$ cat config.mk
export PLATFORM = sky130hd
export DESIGN_NAME = mem_port_arbiter
export DESIGN_NICKNAME = d
export VERILOG_FILES = /design/src/rtl/mem_port_arbiter.sv
export SDC_FILE = /design/constraint.sdc
export NUM_CORES = 1
export LEC_CHECK = 0
export ABC_AREA = 1
export CORE_MARGIN = 8
export CORE_UTILIZATION = 42
export CTS_CLUSTER_DIAMETER = 200
export DETAILED_ROUTE_END_ITERATION = 10
export PLACE_DENSITY_LB_ADDON = 0.2
export SYNTH_ARGS = -nofsm -noshare
export SYNTH_HDL_FRONTEND = slang
export SYNTH_SLANG_ARGS = --single-unit
export TNS_END_PERCENT = 1
$ cat constraint.sdc
create_clock -name CLK -period 5.36 [get_ports CLK]
set_input_delay 1.072 -clock CLK [delete_from_list [all_inputs] [get_ports CLK]]
set_output_delay 1.072 -clock CLK [all_outputs]
set_load 0.05 [all_outputs]
$ cat src/rtl/mem_port_arbiter.sv
// mem_port_arbiter: shares one memory port between instruction fetch (I) and
// data access (D). Data has priority over fetch. All memory-side request
// fields are registered at the grant edge and held until the transaction
// completes.
// Optional feature: define ARB_STARVE_GUARD_EN to enable the fetch starvation
// guard. After STARVE_LIMIT consecutive data grants taken while a fetch was
// pending, the pending fetch wins the next arbitration.
module mem_port_arbiter #(
  parameter logic [2:0] STARVE_LIMIT = 3'd4
) (
  input  logic        CLK,
  input  logic        RESET,
  input  logic        I_READ,
  input  logic [31:0] I_ADDRESS,
  output logic        I_BUSYWAIT,
  output logic [31:0] I_READDATA,
  input  logic        D_READ,
  input  logic        D_WRITE,
  input  logic [31:0] D_ADDRESS,
  input  logic [31:0] D_WRITEDATA,
  input  logic [2:0]  D_FUNC3,
  output logic        D_BUSYWAIT,
  output logic [31:0] D_READDATA,
  output logic        M_READ,
  output logic        M_WRITE,
  output logic [31:0] M_ADDRESS,
  output logic [31:0] M_WRITEDATA,
  output logic [2:0]  M_FUNC3,
  input  logic [31:0] M_READDATA,
  input  logic        M_BUSYWAIT
);

  typedef enum logic [2:0] {
    IDLE,
    SERV_D,
    SERV_I,
    DONE_D,
    DONE_I
  } state_t;

  state_t      r_state;
  state_t      w_next;
  logic        w_d_req;
  logic        w_grant_d;
  logic        w_grant_i;
  logic        w_force_i;
  logic        w_mem_done;

  logic        r_m_read;
  logic        r_m_write;
  logic [31:0] r_m_address;
  logic [31:0] r_m_writedata;
  logic [2:0]  r_m_func3;
  logic [31:0] r_i_readdata;
  logic [31:0] r_d_readdata;

  assign w_d_req    = D_READ | D_WRITE;
  assign w_mem_done = ((r_state == SERV_D) || (r_state == SERV_I)) && !M_BUSYWAIT;

`ifdef ARB_STARVE_GUARD_EN
  logic [2:0] r_starve_cnt;

  assign w_force_i = I_READ && (r_starve_cnt == STARVE_LIMIT);

  // Starvation counter: counts data grants taken over a pending fetch.
  always_ff @(posedge CLK or posedge RESET) begin
    if (RESET) begin
      r_starve_cnt <= '0;
    end else if (r_state == IDLE) begin
      if (w_grant_i) begin
        r_starve_cnt <= '0;
      end else if (w_grant_d && I_READ) begin
        if (r_starve_cnt != STARVE_LIMIT) begin
          r_starve_cnt <= r_starve_cnt + 3'd1;
        end
      end else if (!I_READ) begin
        r_starve_cnt <= '0;
      end
    end
  end
`else
  logic w_unused_limit;

  assign w_force_i      = 1'b0;
  assign w_unused_limit = ^STARVE_LIMIT;
`endif

  // State register.
  always_ff @(posedge CLK or posedge RESET) begin
    if (RESET) begin
      r_state <= IDLE;
    end else begin
      r_state <= w_next;
    end
  end

  // Next-state logic and arbitration decision.
  always_comb begin
    w_next    = r_state;
    w_grant_d = 1'b0;
    w_grant_i = 1'b0;
    case (r_state)
      IDLE: begin
        if (w_d_req && !w_force_i) begin
          w_grant_d = 1'b1;
          w_next    = SERV_D;
        end else if (I_READ) begin
          w_grant_i = 1'b1;
          w_next    = SERV_I;
        end
      end
      SERV_D: begin
        if (!M_BUSYWAIT) begin
          w_next = DONE_D;
        end
      end
      SERV_I: begin
        if (!M_BUSYWAIT) begin
          w_next = DONE_I;
        end
      end
      DONE_D:  w_next = IDLE;
      DONE_I:  w_next = IDLE;
      default: w_next = IDLE;
    endcase
  end

  // Memory request fields: loaded at grant, strobes cleared at completion.
  always_ff @(posedge CLK or posedge RESET) begin
    if (RESET) begin
      r_m_read      <= 1'b0;
      r_m_write     <= 1'b0;
      r_m_address   <= '0;
      r_m_writedata <= '0;
      r_m_func3     <= '0;
    end else if (w_grant_d) begin
      // Simultaneous read and write is served as a write.
      r_m_read      <= D_READ & ~D_WRITE;
      r_m_write     <= D_WRITE;
      r_m_address   <= D_ADDRESS;
      r_m_writedata <= D_WRITEDATA;
      r_m_func3     <= D_FUNC3;
    end else if (w_grant_i) begin
      r_m_read      <= 1'b1;
      r_m_write     <= 1'b0;
      r_m_address   <= I_ADDRESS;
      r_m_func3     <= 3'b010;
    end else if (w_mem_done) begin
      r_m_read      <= 1'b0;
      r_m_write     <= 1'b0;
    end
  end

  // Read data capture on completion of a read for the owning requester.
  always_ff @(posedge CLK or posedge RESET) begin
    if (RESET) begin
      r_i_readdata <= '0;
      r_d_readdata <= '0;
    end else if (w_mem_done && r_m_read) begin
      if (r_state == SERV_D) begin
        r_d_readdata <= M_READDATA;
      end else begin
        r_i_readdata <= M_READDATA;
      end
    end
  end

  assign I_BUSYWAIT  = I_READ  & (r_state != DONE_I);
  assign D_BUSYWAIT  = w_d_req & (r_state != DONE_D);
  assign I_READDATA  = r_i_readdata;
  assign D_READDATA  = r_d_readdata;
  assign M_READ      = r_m_read;
  assign M_WRITE     = r_m_write;
  assign M_ADDRESS   = r_m_address;
  assign M_WRITEDATA = r_m_writedata;
  assign M_FUNC3     = r_m_func3;

endmodule

# Yosys cells after proc, flatten, opt, wreduce, memory -nomap -nowiden
# Index checks and enable logic that the tools add are counted.
# classes
reduce_logical	10
n_eq_ne	7
bitwise	6
mux	19
# ops
op	n
32-bit 2-to-1 mux	2
3-bit 2-to-1 mux	6
1-bit 2-to-1 mux	10
3-bit one-hot mux with 3 select lines	1
3-bit != test (second input constant)	2
2-bit != test (second input constant)	2
2-bit AND reduction	2
1-bit bitwise AND	3
3-bit by 1-bit == test with 1-bit output (second input constant)	1
3-bit by 2-bit == test with 1-bit output (second input constant)	1
3-bit zero test	1
3-bit by 2-bit != test with 1-bit output (second input constant)	1
3-bit AND reduction	1
3-bit nonzero test	1
1-bit logical AND	2
1-bit inverter	2
2-bit nonzero test	1
1-bit zero test	1
1-bit logical OR	1
1-bit bitwise OR	1
# word_totals
output_inout_bits	135
reg_bits	136
elab_cells	50

# Longest topological paths before layout
# Gate-level depths: netlist (run 1).
# depth
ltp_word	6
mapped_depth	9
depth_no_buf	7

# Worst setup path after synthesis (run 1)
# No wires, ideal clock.
# synth_path
path_kind	input -> output
start	in D_WRITE
end	out D_BUSYWAIT
stages	2
t_arrival_ps	1923
path_slack_ps	2365
n_path_buf	0
t_required_ps	4288
cell_sequence	nor2_2 a31oi_1
# synth_between
elab_chain_len	2
# synth_rtl
item	line	text
start: declaration	18	input logic D_WRITE,
1-bit bitwise OR	57	assign w_d_req = D_READ | D_WRITE;
1-bit bitwise AND	169	assign D_BUSYWAIT = w_d_req & (r_state != DONE_D);
end: declaration	22	output logic D_BUSYWAIT,
# No other way between the ends.

# Final worst setup path (run 1)
# Same ends and word-level chain as after synthesis.

==> out/qor.csv, run 1 <==
metric,value,unit
drt-total-wl,17.7,mm
synth_area,0.00587,sq mm
hold_viol,0,
place_area,0.00865,sq mm
yosysUniqueCellTypes,22,
startpoint_type,input pin,
synth_area_per_cell,8.40,sq um
setup-tns-final,0,ns
final_util,67.4,%
final_cell_mix,"nand2_1 (307), clkdlybuf4s50_1 (271), dfrtp_1 (136), inv_1 (101), nand3_1 (38)",
cts_tree,yes,
cts_resized,0,
rsz0062_at_grt,no,
layout_worst_path_cycle_share,70.3,%
seqCellArea,0.00340,sq mm
drc,0,
slew_violations,0,
multi_input_area,0.00187,sq mm
cts_max_level,4,
grt_first_pass_wirelength,28.0,mm
design_area,0.00929,sq mm
antenna_found_initial,0,
clkTransAtPathRegs,0.06,ns
synth-seq-cells,136,
clock-sinks,136,
ys_top_cells_by_area,"dfrtp_1 (58%), nand2_1 (20%), inv_1 (6.5%), nand3_1 (3.2%), o21ai_2 (3.0%)",
maxSlewHeadroom,31.3,%
slowest_delay,0.83,ns
timing.final.ws_setup,1.59,ns
hold_path_class,flip-flop to flip-flop,
status,"finished, final reports clean",
fin_skew,0.00744,ns
postRouteAntennaNets,0,
dpl.hpwl,12.7,mm
drv_cap,0,
irDropWorstVdd,407,uV
place_ws,1.61,ns
worst_pin_slew,1.03,ns
fill_cells,1169,
ctsRootBufferMaster,clkbuf_16,
p_leak,0.00469,uW
vias_per_cell,4.55,
yosysSeqAreaShare,57.9,%
fmax,265,MHz
synth_fp_nets,836,
crit_top_cell,clkdlybuf4s50_1,
crit_chain,clkdlybuf4s50_1 -> nor2_2 -> a31oi_1 -> clkdlybuf4s50_1,
setup_viol_count_final,0,
num_vias,5260,
endpoint_kind,output pin,
cts-hold-fix-buffers,0,
synth_top_area_cell,dfrtp_1,
grt_max_degree,106,
first_pass_iters,5,
nNetsFinal,1099,
cp_slowest_cell,clkdlybuf4s50_1,
synth-warning-count,0,
drive_gt1_share,7.28,%
grt_overflow,0,
gp_congestion,0.818,
die_area,0.0180,sq mm
worst_ep_arrival_time,2.70,ns
initial_core_util,42.7,%
dieWidth,134,microns
clock_path_buffers,2,
ios,272,
p_per_area,741,mW/mm^2
clock_latency,0.42,ns
drtIter0Drc,385,
die_h,134,microns
worstPathRequired,4.29,ns
period_needed,3.77,ns
core_area,0.0138,sq mm
area_growth,58.1,%
grt_pass1_vias,5201,
synthCells,699,
final_common_cell,nand2_1,
rows,43,
critPathKind,input pin to output pin,
yosysTopAreaCellShare,57.9,%
portBuffers,271,
cts_buffers,17,
antenna_cells,0,
grt_usage,19.8,%
cts_setup_buffers,0,
wl_per_cell,15.3,microns
cp_max_fo,4,
==> final cells by class <==
class	instances	area share, %
clock buffer	18	4.73
multi-input combinational	425	20.2
inverter	106	4.34
timing repair buffer	276	29.6
clock inverter	14	2.11
sequential	136	36.6
tap	180	2.42
==> per-layer routing <==
metal | vias up | GRT usage [%] | share of wire [%]
met5 | - | 0 | 0
met4 | 0 | 7.17 | 1.3
met3 | 14 | 7.59 | 9.9
met2 | 188 | 32.3 | 49
met1 | 2429 | 23.2 | 40
li1 | 2629 | - | -
==> worst paths after layout <==
kind | cells past startpoint | start | slack, ns | end
max in group asynchronous | 3 | RESET | 3.18 | M_WRITEDATA[10]
worst max register to register | 7 | r_state[1] | 3.07 | M_ADDRESS[29]
worst max-delay path | 4 | D_WRITE | 1.59 | D_BUSYWAIT
worst min-delay path | 2 | M_WRITEDATA[14] | 0.47 | M_WRITEDATA[14]
worst min register to register | 2 | M_WRITEDATA[14] | 0.47 | M_WRITEDATA[14]
min in group asynchronous | 2 | RESET | 1.22 | M_WRITEDATA[23]
==> through the flow <==
step / hold WS (ns) / instances / power (uW)
after floorplan: 0.606 / 699 / 4340
after global placement: 0.453 / 1123 / 5640
after detailed placement: 0.457 / 1123 / 5680
after CTS: 0.472 / 1155 / 6950
after global routing: 0.479 / 1155 / 7260
final: 0.468 / 1155 / 6880
==> flip-flops by register name, indices dropped and copies added, names as in the netlist <==
| register | flops |
|---|---|
| M_FUNC3 | 3 |
| M_READ | 1 |
| M_WRITE | 1 |
| M_ADDRESS | 32 |
| I_READDATA | 32 |
| r_state | 3 |
| D_READDATA | 32 |
| M_WRITEDATA | 32 |
==> critical path, delay by kind of cell <==
family / cells / cell delay [ns]
buffers and inverters: 2 / 1.36
AOI/OAI and AO/OA: 1 / 0.16
and+or+nand+nor: 1 / 0.10
==> Yosys cell counts <==
cell,n
dfrtp_1,136
a31oi_1,2
o21ai_2,20
o21ai_0,32
o211ai_1,1
buf_4,5
nand4_2,1
nand3_1,38
clkbuf_1,6
nand2_1,307
o21ai_4,1
buf_6,7
nor2_2,3
nor2_4,1
nand2_2,1
buf_2,14
inv_2,4
nand4_4,1
inv_1,102
nor2_1,4
o21ai_1,12
a21oi_1,1
==> report_power, final <==
group / total, uW / switching [uW] / internal, uW
logic: 3870 / 2670 / 1200
clock network: 1240 / 444 / 794
registers: 1770 / 258 / 1510
==> kinds of logic after synthesis <==
family	after synthesis	share of synthesized area, %
buffers and inverters	138	10.3
AO/OA/AOI/OAI	69	7.43
AND/OR/NAND/NOR	356	24.3
flip-flops	136	57.9
Note: power is estimated with default switching activity, not from simulation.
==> run 2: changes to the inputs <==
Clock period 5.36 ns to 3.5 ns, I/O delays scaled along.
==> run 2 against run 1 <==
Clock power grew 54%. Sequential power grew 54%. Critical path depth is the same. Sequential cell count is the same. Utilization grew 0.50 points. Die area is the same. Non-clock buffer count grew 4. Global-route usage grew 0.59 points. Critical endpoint is now I_BUSYWAIT. Design area grew 0.74%.
==> out/qor.csv, run 2 (synthesized netlist as in run 1, its figures left out) <==
metric,value,unit,change
period_needed,3.05,ns,
cts_max_level,4,,unchanged
status,"finished, final reports clean",,
power_frac_clock,18.0,%,about the same
nNetsFinal,1103,,+0.36%
hold_path_class,flip-flop to flip-flop,,
grt_max_degree,80,,-25%
setup-tns-final,0,ns,unchanged
switchingPower,5180,uW,+53%
critPathKind,input pin to output pin,,
worst_ep_arrival_time,2.35,ns,-0.35 ns
first_pass_iters,4,,-1
maxSlewHeadroom,31.8,%,+0.51 points
final_util,67.9,%,+0.50 points
sw_frac_of_total,48.8,%,-0.27 points
dpl.hpwl,13.4,mm,+5.1%
clock_path_buffers,2,,unchanged
final_common_cell,nand2_1,,
wl_per_cell,15.6,microns,+1.8%
endpoint_kind,output pin,,
reg2reg_from,r_state[0],,
pwr-share-comb,56.4,%,about the same
clkTransAtPathRegs,0.06,ns,about the same
rows,43,,unchanged
drv_cap,0,,unchanged
final_cell_mix,"nand2_1 (307), clkdlybuf4s50_1 (270), dfrtp_1 (136), inv_1 (101), nand3_1 (38)",,
antenna_found_initial,0,,unchanged
drc,0,,unchanged
place_ws,0.453,ns,-1.15 ns
dieWidth,134,microns,unchanged
postRouteAntennaNets,0,,unchanged
worstPathRequired,2.80,ns,-1.49 ns
fin_skew,0.00727,ns,-0.000171 ns
cp_max_fo,3,,-1
grt_pass1_vias,5281,,+1.5%
gp_congestion,0.779,,-4.8%
drtIter0Drc,270,,-30%
grt_first_pass_wirelength,29.0,mm,+3.5%
grt_overflow,0,,unchanged
antenna_cells,0,,unchanged
cts_buffers,17,,unchanged
area_growth,59.3,%,
worst_pin_slew,1.02,ns,-0.00759 ns
layout_worst_path_cycle_share,87.3,%,
cts-hold-fix-buffers,0,,unchanged
timing.final.ws_setup,0.445,ns,-1.14 ns
die_h,134,microns,unchanged
cts_setup_buffers,0,,unchanged
num_vias,5294,,+0.65%
startpoint_type,input pin,,
fmax,327,MHz,
p_per_area,1130,mW/mm^2,+53%
cp-startpoint,I_READ,,
clock-sinks,136,,unchanged
core_area,0.0138,sq mm,unchanged
hold_viol,0,,unchanged
ctsRootBufferMaster,clkbuf_16,,
cts_tree,yes,,
cts_resized,0,,unchanged
drive_gt1_share,7.66,%,+0.38 points
initial_core_util,42.7,%,unchanged
slew_violations,0,,unchanged
die_area,0.0180,sq mm,unchanged
grt_usage,20.4,%,+0.59 points
r2r_setup_slack,1.29,ns,-1.78 ns
rsz0062_at_grt,no,,
vias_per_cell,4.57,,+0.30%
min_from,M_WRITEDATA[8],,
clock_latency,0.41,ns,about the same
drt-total-wl,18.1,mm,+2.1%
p_int,5430,uW,+55%
p_leak,0.00472,uW,+0.64%
ios,272,,unchanged
portBuffers,271,,unchanged
setup_viol_count_final,0,,unchanged
irDropWorstVdd,574,uV,+41%
seq_power_share,25.6,%,about the same
run 2: cell count changes in the layout (fill, tap and decap cells not counted), sizes merged:
cell	before	now
buf	5	10
clkbuf	18	21
clkdlybuf4s50	271	270
clkinvlp	3	4
inv	109	105
run 2: power by group through the flow:
stage	combinational, uW	sequential (uW)	clock, uW
3_3_place_gp	6000	2700	0
5_1_grt	6370	2810	2020
4_1_cts	6060	2720	1940
2_1_floorplan	1460	5190	0
6_report	5990	2720	1910
3_5_place_dp	6050	2730	0
run 2: per-layer routing:
metal | GRT usage (%) | vias up | wire length, microns
met5 | 0 | - | 0
met1 | 24.6 | 2448 | 7600
met3 | 7.55 | 21 | 1650
li1 | - | 2636 | -
met4 | 7.11 | 0 | 318
met2 | 32.8 | 189 | 8530
run 2: through the flow:
stage               power (uW)  cells  instance area [sq um]  hold WS (ns)
floorplan                 6650    699                   5880         0.606
global placement          8700   1127                   8720         0.453
detailed placement        8770   1127                   8720         0.457
CTS                      10700   1159                   9360         0.471
global route             11200   1159                   9360         0.481
finish                   10600   1159                   9360         0.466
run 2: area by class of cell:
class                      instances  area [sq um]
tap                              180           225
sequential                       136          3400
clock inverter                    11           170
timing repair buffer             280          2820
multi-input combinational        425          1870
fill                            1171          4420
inverter                         106           402
clock buffer                      21           470
run 2: worst max-delay path: stages:
cell	delay [ns]
clkdlybuf4s50_1	0.57
inv_1	0.09
a31oi_1	0.17
clkdlybuf4s50_1	0.83
run 2: final timing paths:
| path | to | depth (start not counted) |
|---|---|---|
| worst max-delay path | I_BUSYWAIT | 4 |
| worst min-delay path | M_WRITEDATA[8] | 2 |
| worst max register to register | I_READDATA[15] | 5 |
| worst min register to register | M_WRITEDATA[8] | 2 |
| max in group asynchronous | M_ADDRESS[0] | 3 |
| min in group asynchronous | M_WRITEDATA[17] | 2 |
==> run 3: changes to the inputs <==
Settings changed: CORE_UTILIZATION 42 to 45.
Clock period 3.5 ns to 3.55 ns, I/O delays scaled along.
==> run 3 against run 2 <==
Clock skew grew 0.0064 ns. Via count shrank 0.17%. Critical path type unchanged. Sequential power is essentially flat. Clock power shrank 7%. Final cell count shrank 0.69%.
==> out/qor.csv, run 3 (synthesized netlist as in run 1, its figures left out) <==
metric,value,unit,change
whs,0.469,ns,+0.00335 ns
drc,0,,unchanged
clock_path_buffers,2,,unchanged
startpoint_type,input pin,,
rsz0062_at_grt,no,,
cts_resized,0,,unchanged
slew_violations,0,,unchanged
cts_buffers,17,,unchanged
grt_usage,21.9,%,+1.5 points
met1_length,7.33,mm,-3.6%
postRouteAntennaNets,0,,unchanged
drtIter0Drc,338,,+25%
fmax,330,MHz,
num_vias,5285,,-0.17%
grt_pass1_vias,5416,,+2.6%
final_common_cell,nand2_1,,
route.met2.wl,8.72,mm,+2.2%
fin_skew,0.0137,ns,+0.00643 ns
die_h,130,microns,-3.0%
grt_max_degree,73,,-8.8%
ios,272,,unchanged
design_area,0.00932,sq mm,-0.45%
antenna_cells,0,,unchanged
antenna_found_initial,0,,unchanged
total_power,10400,uW,-2.2%
gp_congestion,0.854,,+9.6%
crit_chain,clkdlybuf4s50_1 -> nor2_2 -> a31oi_1 -> clkdlybuf4s50_1,,
cp_top_family,buffers and inverters,,
cts_max_level,4,,unchanged
cp_max_fo,4,,+1
p_leak,0.00471,uW,-0.20%
slowest_delay,0.84,ns,about the same
layout_worst_path_cycle_share,85.3,%,
drt-total-wl,18.5,mm,+2.0%
critPathKind,input pin to output pin,,
place_area,0.00871,sq mm,about the same
setup-tns-final,0,ns,unchanged
clock_latency,0.41,ns,about the same
hold_viol,0,,unchanged
grt_overflow,0,,unchanged
portBuffers,271,,unchanged
grt_first_pass_wirelength,28.6,mm,-1.3%
clock-sinks,136,,unchanged
worst_ep_arrival_time,2.32,ns,-0.03 ns
worst_pin_slew,1.03,ns,+0.00824 ns
initial_core_util,46.4,%,+3.7 points
worstPathRequired,2.84,ns,+0.04 ns
endpoint_kind,output pin,,
die_area,0.0170,sq mm,-5.9%
cp_slowest_cell,clkdlybuf4s50_1,,
final_cell_mix,"nand2_1 (307), clkdlybuf4s50_1 (271), dfrtp_1 (136), inv_1 (101), nand3_1 (38)",,
wl_met3,2.30,mm,+40%
first_pass_iters,4,,unchanged
drive_gt1_share,7.35,%,-0.31 points
core_area,0.0127,sq mm,-8.0%
setup_viol_count_final,0,,unchanged
status,"finished, final reports clean",,
vias_per_cell,4.59,,+0.52%
routed.top_layer,met4,,
crit_top_cell,clkdlybuf4s50_1,,
hold_path_class,flip-flop to flip-flop,,
nNetsFinal,1103,,unchanged
area_growth,58.6,%,
ctsRootBufferMaster,clkbuf_16,,
cts_setup_buffers,0,,unchanged
drv_cap,0,,unchanged
cts_tree,yes,,
critPathBufInv,2,,-1
rows,41,,-4.7%
wl_per_cell,16.0,microns,+2.7%
p_per_area,1110,mW/mm^2,-1.8%
maxSlewHeadroom,31.1,%,-0.68 points
irDropWorstVdd,695,uV,+21%
cts-hold-fix-buffers,0,,unchanged
clkTransAtPathRegs,0.05,ns,about the same
dieWidth,130,microns,-3.0%
period_needed,3.03,ns,
dpl.hpwl,13.8,mm,+2.8%
fill_cells,998,,-15%
[run 3: where the power goes]
group / internal, uW / leakage [uW] / switching [uW] / total [uW]
Clock: 1150 / 0.000297 / 620 / 1770
Combinational: 1850 / 0.00271 / 4080 / 5930
Sequential: 2280 / 0.00170 / 403 / 2690
Total: 5280 / 0.00471 / 5100 / 10400
[run 3: metal layers]
layer | global-route usage [%] | vias up
met1 | 25.9 | 2436
met2 | 35.8 | 198
met5 | 0 | -
met4 | 5.19 | 0
met3 | 10.1 | 9
li1 | - | 2642
[run 3: worst paths after layout]
kind	from	end	slack (ns)	depth (start not counted)
setup / recovery	D_WRITE	D_BUSYWAIT	0.52	4
hold / removal	M_FUNC3[0]	M_FUNC3[0]	0.47	2
setup reg to reg	r_state[0]	I_READDATA[24]	1.31	6
hold reg to reg	M_FUNC3[0]	M_FUNC3[0]	0.47	2
max in group asynchronous	RESET	D_READDATA[20]	2.20	3
min in group asynchronous	RESET	D_READDATA[30]	0.65	2
[run 3: through the flow]
step	setup WS [ns]	utilization, %	instances
6_report	0.523	73.5	1151
5_1_grt	0.467	73.5	1151
4_1_cts	0.515	73.5	1151
3_5_place_dp	0.510	68.7	1119
3_3_place_gp	0.540	68.7	1119
2_1_floorplan	1.15	-	699
[run 3: final cells by class]
class	instances	area, sq um	share of cell area, %
Tap cell	172	215	2.31
Timing Repair Buffer	280	2820	30.2
Sequential cell	136	3400	36.5
Clock inverter	6	86.3	0.927
Clock buffer	26	519	5.57
Multi-Input combinational cell	425	1870	20.1
Inverter	106	402	4.31
[run 3: worst register-to-register path, delay by kind of cell, from the launching register on]
kind	cells	cell delay (ns)
simple gates	4	1.39
flops	1	0.48
buf+inv	1	0.14
compound gates	1	0.09
